===== config.mk =====
export PLATFORM = sky130hd
export DESIGN_NAME = muldiv_sched
export DESIGN_NICKNAME = d
export VERILOG_FILES = /design/src/rtl/muldiv_sched_pkg.sv /design/src/rtl/muldiv_sched_div_iter.sv /design/src/rtl/muldiv_sched.sv
export SDC_FILE = /design/constraint.sdc
export NUM_CORES = 2
export LEC_CHECK = 0
export BUFFER_PORTS_ARGS = -buffer_cell sky130_fd_sc_hd__buf_2
export CAP_MARGIN = 10
export CORE_MARGIN = 4
export CORE_UTILIZATION = 45
export DETAILED_ROUTE_END_ITERATION = 10
export MAX_ROUTING_LAYER = met4
export PLACE_DENSITY = 0.65
export SLEW_MARGIN = 30
export SYNTH_ARGS = -nofsm -noshare
export SYNTH_HDL_FRONTEND = slang
export SYNTH_HIERARCHICAL = 1
export SYNTH_SLANG_ARGS = --single-unit

===== constraint.sdc =====
create_clock -name clk -period 12.1 [get_ports clk]
set_clock_uncertainty 0.05 [all_clocks]
set_input_delay 0 -clock clk [delete_from_list [all_inputs] [get_ports clk]]
set_output_delay 0 -clock clk [all_outputs]
set_load 0.05 [all_outputs]

===== src/rtl/muldiv_sched_pkg.sv =====
// Shared encodings and helpers for the HI/LO multiply/divide scheduler.
package muldiv_sched_pkg;

    localparam int unsigned XLEN = 32;

    typedef enum logic [1:0] {
        OP_MUL  = 2'd0,
        OP_MULU = 2'd1,
        OP_DIV  = 2'd2,
        OP_DIVU = 2'd3
    } op_e;

    typedef enum logic [1:0] {
        S_IDLE = 2'd0,
        S_MUL  = 2'd1,
        S_DIV  = 2'd2,
        S_FIX  = 2'd3
    } state_e;

    function automatic logic [XLEN-1:0] neg_if(
        input logic [XLEN-1:0] v,
        input logic            n
    );
        return n ? -v : v;
    endfunction

    // 0x80000000 maps to itself, which is the correct unsigned magnitude.
    function automatic logic [XLEN-1:0] mag(
        input logic [XLEN-1:0] v,
        input logic            sgn
    );
        return neg_if(v, sgn && v[XLEN-1]);
    endfunction

endpackage


===== src/rtl/muldiv_sched_div_iter.sv =====
// Restoring divide on unsigned magnitudes, one quotient bit per step.
module div_iter
    import muldiv_sched_pkg::*;
(
    input  logic            clk,
    input  logic            reset_n,
    input  logic            load,
    input  logic            step,
    input  logic [XLEN-1:0] dividend,
    input  logic [XLEN-1:0] divisor,
    output logic [XLEN-1:0] quotient,
    output logic [XLEN-1:0] remainder,
    output logic            last
);

    logic [XLEN-1:0] q_q;
    logic [XLEN-1:0] r_q;
    logic [XLEN-1:0] d_q;
    logic [4:0]      cnt_q;
    logic [XLEN:0]   shifted;
    logic [XLEN:0]   diff;

    // Remainder stays below the divisor, so one extra bit holds the shift.
    assign shifted = {r_q, q_q[XLEN-1]};
    assign diff    = shifted - {1'b0, d_q};

    always_ff @(posedge clk or negedge reset_n) begin
        if (!reset_n) begin
            q_q   <= '0;
            r_q   <= '0;
            d_q   <= '0;
            cnt_q <= '0;
        end else if (load) begin
            q_q   <= dividend;
            r_q   <= '0;
            d_q   <= divisor;
            cnt_q <= '0;
        end else if (step) begin
            if (!diff[XLEN]) begin
                r_q <= diff[XLEN-1:0];
                q_q <= {q_q[XLEN-2:0], 1'b1};
            end else begin
                r_q <= shifted[XLEN-1:0];
                q_q <= {q_q[XLEN-2:0], 1'b0};
            end
            cnt_q <= cnt_q + 5'd1;
        end
    end

    assign quotient  = q_q;
    assign remainder = r_q;
    assign last      = (cnt_q == 5'd31);

endmodule


===== src/rtl/muldiv_sched.sv =====
// HI/LO multiply/divide scheduler; define MULDIV_DIVZERO_TRAP_EN to keep
// HI/LO and raise div_zero on a divide by zero instead of writing zeros.
module muldiv_sched
    import muldiv_sched_pkg::*;
(
    input  logic            clk,
    input  logic            reset_n,
    input  logic            req_valid,
    output logic            req_ready,
    input  logic [1:0]      req_op,
    input  logic [XLEN-1:0] req_a,
    input  logic [XLEN-1:0] req_b,
    input  logic            hi_we,
    input  logic            lo_we,
    input  logic [XLEN-1:0] wr_data,
    output logic [XLEN-1:0] hi,
    output logic [XLEN-1:0] lo,
    output logic            busy,
    output logic            done,
    output logic            div_zero
);

    state_e          state_q;
    state_e          state_d;
    op_e             op_q;
    logic [XLEN-1:0] a_q;
    logic [XLEN-1:0] b_q;
    logic            accept;
    logic            b_zero;
    logic            div_signed;
    logic            ext;
    logic [63:0]     prod;
    logic [XLEN-1:0] q_mag;
    logic [XLEN-1:0] r_mag;
    logic [XLEN-1:0] quot;
    logic [XLEN-1:0] rem;
    logic            last;

    assign req_ready  = (state_q == S_IDLE);
    assign busy       = !req_ready;
    assign accept     = req_valid && req_ready;
    assign b_zero     = (b_q == '0);
    assign div_signed = (op_q == OP_DIV);

    // One 64x64 product covers both signednesses via the extension bit.
    assign ext  = (op_q == OP_MUL);
    assign prod = {{32{ext & a_q[XLEN-1]}}, a_q}
                * {{32{ext & b_q[XLEN-1]}}, b_q};

    assign quot = neg_if(q_mag, div_signed && (a_q[XLEN-1] ^ b_q[XLEN-1]));
    assign rem  = neg_if(r_mag, div_signed && a_q[XLEN-1]);

    div_iter u_div_iter (
        .clk       (clk),
        .reset_n   (reset_n),
        .load      (accept && req_op[1]),
        .step      ((state_q == S_DIV) && !b_zero),
        .dividend  (mag(req_a, req_op == OP_DIV)),
        .divisor   (mag(req_b, req_op == OP_DIV)),
        .quotient  (q_mag),
        .remainder (r_mag),
        .last      (last)
    );

    always_ff @(posedge clk or negedge reset_n) begin
        if (!reset_n) begin
            state_q <= S_IDLE;
        end else begin
            state_q <= state_d;
        end
    end

    always_comb begin
        state_d = state_q;
        unique case (state_q)
            S_IDLE: begin
                if (accept) begin
                    state_d = req_op[1] ? S_DIV : S_MUL;
                end
            end
            S_MUL: state_d = S_IDLE;
            S_DIV: begin
                if (b_zero) begin
                    state_d = S_IDLE;
                end else if (last) begin
                    state_d = S_FIX;
                end
            end
            S_FIX: state_d = S_IDLE;
            default: state_d = S_IDLE;
        endcase
    end

`ifdef MULDIV_DIVZERO_TRAP_EN
    logic dz_q;
    assign div_zero = dz_q;
`else
    assign div_zero = 1'b0;
`endif

    always_ff @(posedge clk or negedge reset_n) begin
        if (!reset_n) begin
            op_q <= OP_MUL;
            a_q  <= '0;
            b_q  <= '0;
            hi   <= '0;
            lo   <= '0;
            done <= 1'b0;
`ifdef MULDIV_DIVZERO_TRAP_EN
            dz_q <= 1'b0;
`endif
        end else begin
            done <= 1'b0;
`ifdef MULDIV_DIVZERO_TRAP_EN
            dz_q <= 1'b0;
`endif
            if (accept) begin
                op_q <= op_e'(req_op);
                a_q  <= req_a;
                b_q  <= req_b;
            end else if (state_q == S_IDLE) begin
                if (hi_we) hi <= wr_data;
                if (lo_we) lo <= wr_data;
            end
            case (state_q)
                S_MUL: begin
                    {hi, lo} <= prod;
                    done     <= 1'b1;
                end
                S_DIV: begin
                    if (b_zero) begin
                        done <= 1'b1;
`ifdef MULDIV_DIVZERO_TRAP_EN
                        dz_q <= 1'b1;
`else
                        hi   <= '0;
                        lo   <= '0;
`endif
                    end
                end
                S_FIX: begin
                    hi   <= rem;
                    lo   <= quot;
                    done <= 1'b1;
                end
                default: ;
            endcase
        end
    end

endmodule


==> summary.txt <==
Die
  • Die width: 352.1 µm
  • Die H: 352.1 µm
  • Top-Level Pins: 171
  • Full die area: 124000 µm²
  • Core Footprint: 116800 µm²
  • Initial Util: 45.61%
  • FP Rows: 125

Clocking
  • Longest Clk Path Bufs: 3
  • TritonCTS clock tree: yes
  • Clock Sinks: 234
  • H-tree levels: 1
  • Postcts setup bufs: 0
  • Root Driver: clkbuf_16
  • CTS buffer count: 25
  • Worst skew pair latency: 0.61 ns
  • Reg clk slew, reported paths: 0.08 ns
  • Post-CTS Resized: 0

Synth
  • Post-synthesis mux area share: 1.036%
  • Largest family of logic cells by synthesized area: adder cells
  • Synth Area in Compound Gates: 8.427%
  • Post-synth EDFFs: 0
  • Xor and xnor area share after synthesis: 3.353%
  • Area share of fa/ha/maj cells after synthesis: 48.20%
  • Async SR Flop Fraction: 100.0%
  • Netlist cell types: 92
  • Post-Synth Simple-Gate Area: 16.46%
  • Post-synthesis cell count: 6171
  • Mapped Avg Cell Area: 8.635 µm²
  • Number of synthesized register bits: 234
  • Seq/Total Area, Yosys: 10.99%
  • Post-synth top flop: dfrtp_1
  • Mapped Nets: 7651
  • Synth Cell Area: 53280 µm²
  • YS warnings: 6

Global route
  • Global route hottest layer: met2
  • Overflow after GRT: 0
  • Number of global-route vias before repair: 44260
  • Largest net degree at the start of global routing: 117
  • Gr usage total: 26.84%
  • Met3 Use GR: 3.274%
  • Met1 usage: 35.59%
  • First-pass GRT wire length: 256600 µm
  • Antenna violations before repair: 4
  • Met2 Track Usage GR: 43.40%

STA
  • Slew Limit Headroom: 29.11%
  • Slew @ Worst Pin: 1.061 ns
  • Fmax: 0.1058 GHz
  • WHS: 0.1077 ns
  • Final Critical Period: 9.453 ns
  • RSZ-0062 raised after global routing: false
  • Setup TNS: 0 ns
  • Fin. Hold Viols: 0
  • Fin. max-slew vios: 0
  • Final setup viols: 0
  • Part of the cycle the worst path needs: 78.12%

Route
  • Via/cell ratio: 5.489
  • 1st-pass router iterations: 7
  • Iteration-0 DRC Markers: 3224
  • Routed Antenna Nets: 0
  • DRC violations left: 0
  • Routed len/inst: 20.62 µm
  • DRT Wirelength: 159800 µm
  • Vias post-DR: 42540

Setup path
  • WP data required: 12.58 ns
  • Reg-to-reg startpoint: op_q[0]
  • Buf/Inv on CP: 8
  • CP Capture Type: register
  • CP Class: reg -> reg
  • Crit Reg-Reg Endpoint: hi[28]
  • WP data arrival: 9.93 ns
  • Largest delay share family, worst path: adder cells
  • Crit-path slowest cell: fa_1
  • Worst R2R Setup Slack: 2.65 ns
  • Max incr delay on CP: 0.82 ns
  • CP dominant cell by count: fa_1
  • CP startpoint kind: register
  • Reg2reg path depth: 28
  • Critical Path Fanout Max: 21

Flow run
  • MaxCap Viol Count: 0

Finish
  • Final #Nets: 7683
  • Final std cells w/o fill: 7750
  • Share of layout cells above drive strength 1: 5.931%
  • Final Instance Area: 57330 µm²
  • P&R area growth vs syn: 7.596%

Placed design
  • GPL Wtd Cong: 0.9674
  • Placed cell area: 55350 µm²
  • Placed Cells: 7593
  • I/O Buffers: 169
  • DP HPWL: 128000 µm

Outcome
  • Status: finished clean

Worst hold path
  • Worst min path class: in -> reg
  • Cell depth of the worst min-delay path: 4
  • Hold path startpoint: req_valid
  • Worst Hold End: a_q[20]
cells by family (layout without fill, tap and decap cells):
family	count (synthesis)	count (layout)
buffers and inverters	1624	1675
adders and majority gates	1377	1377
AOI/OAI and AO/OA	715	715
other	1	5
muxes	55	55
xor gates and xnor gates	204	204
DFF	234	234
and+or+nand+nor	1961	1961
metal layers:
metal | wire length, µm | up-vias
met5 | 0 | -
li1 | - | 18700
met4 | 6371 | 0
met1 | 66150 | 22030
met2 | 76810 | 1508
met3 | 10490 | 307
sequential cells by signal (all words and copies together) (netlist names):
| signal | flops |
|---|---|
| done | 1 |
| u_div_iter/cnt_q | 5 |
| state_q | 2 |
| hi | 32 |
| a_q | 32 |
| b_q | 32 |
| u_div_iter/d_q | 32 |
| lo | 32 |
| u_div_iter/remainder | 32 |
| op_q | 2 |
| u_div_iter/quotient | 32 |
worst max path at each step:
stage / start / end / slack (ns) / cells after the start
2_1_floorplan: a_q[31] / hi[28] / 3.84 / 29
3_3_place_gp: op_q[0] / hi[28] / 3.00 / 28
3_5_place_dp: op_q[0] / hi[28] / 2.73 / 28
4_1_cts: op_q[0] / hi[28] / 2.68 / 28
5_1_grt: op_q[0] / hi[28] / 2.14 / 28
6_report: op_q[0] / hi[28] / 2.65 / 28
synthesized netlist by cell type, drive strengths merged, types with 16 or more instances:
cell type | number | area, µm²
a211oi | 17 | 137.6
a21o | 38 | 286.5
a21oi | 221 | 1110
a311oi | 28 | 245.2
and2 | 274 | 1714
and3 | 26 | 162.7
buf | 24 | 140.1
clkbuf | 334 | 1254
dfrtp | 234 | 5856
fa | 1126 | 22540
ha | 251 | 3141
inv | 1266 | 4752
mux2i | 54 | 540.5
nand2 | 1244 | 4679
nand3 | 56 | 280.3
nand4 | 34 | 212.7
nor2 | 168 | 643.1
nor3 | 39 | 215.2
nor4 | 28 | 190.2
o211ai | 24 | 180.2
o21a | 16 | 120.1
o21ai | 222 | 1115
o21bai | 22 | 165.2
o31ai | 23 | 182.7
or3 | 27 | 185.2
or4 | 18 | 150.1
xnor2 | 120 | 1051
xor2 | 84 | 735.7
cell type report:
cell class / count / area (µm²)
well taps: 1524 / 1907
fillers: 11070 / 59500
clock inverters: 20 / 237.7
clock buffers: 26 / 639.4
multi-input cells: 4313 / 41320
inverters: 1266 / 4756
repair buffers: 363 / 2605
diodes: 4 / 10.01
flip-flops and latches: 234 / 5859
tightest hold or removal path, stage by stage:
cell and delay [ns]:
buf_2 0.13, and2_4 0.39, nand2_1 0.16, nand2_1 0.04
layout by cell type, fill, tap and decap left out, drive strengths merged, types with 84 or more instances in the layout:
cell type and n:
fa 1126, a21oi 221, xor2 84, buf 257
xnor2 120, nor2 168, dfrtp 234, dlygate4sd3 106
nand2 1244, o21ai 222, inv 1270, ha 251
and2 274
metrics by stage:
step | worst slack (ns) | utilization (%)
after floorplan | 3.837 | -
after global placement | 2.996 | 47.36
after detailed placement | 2.732 | 47.38
after CTS | 2.678 | 49.03
after global routing | 2.139 | 49.07
final | 2.647 | 49.07
repair_timing:
item                                    4_1_cts  5_1_grt
hold buffers                                105        1
hold endpoints to repair                    308       44
endpoints found under the setup margin        0        0
Power is not shown: default switching activity piles up to over one toggle a cycle in this logic, so the estimate is an artifact.
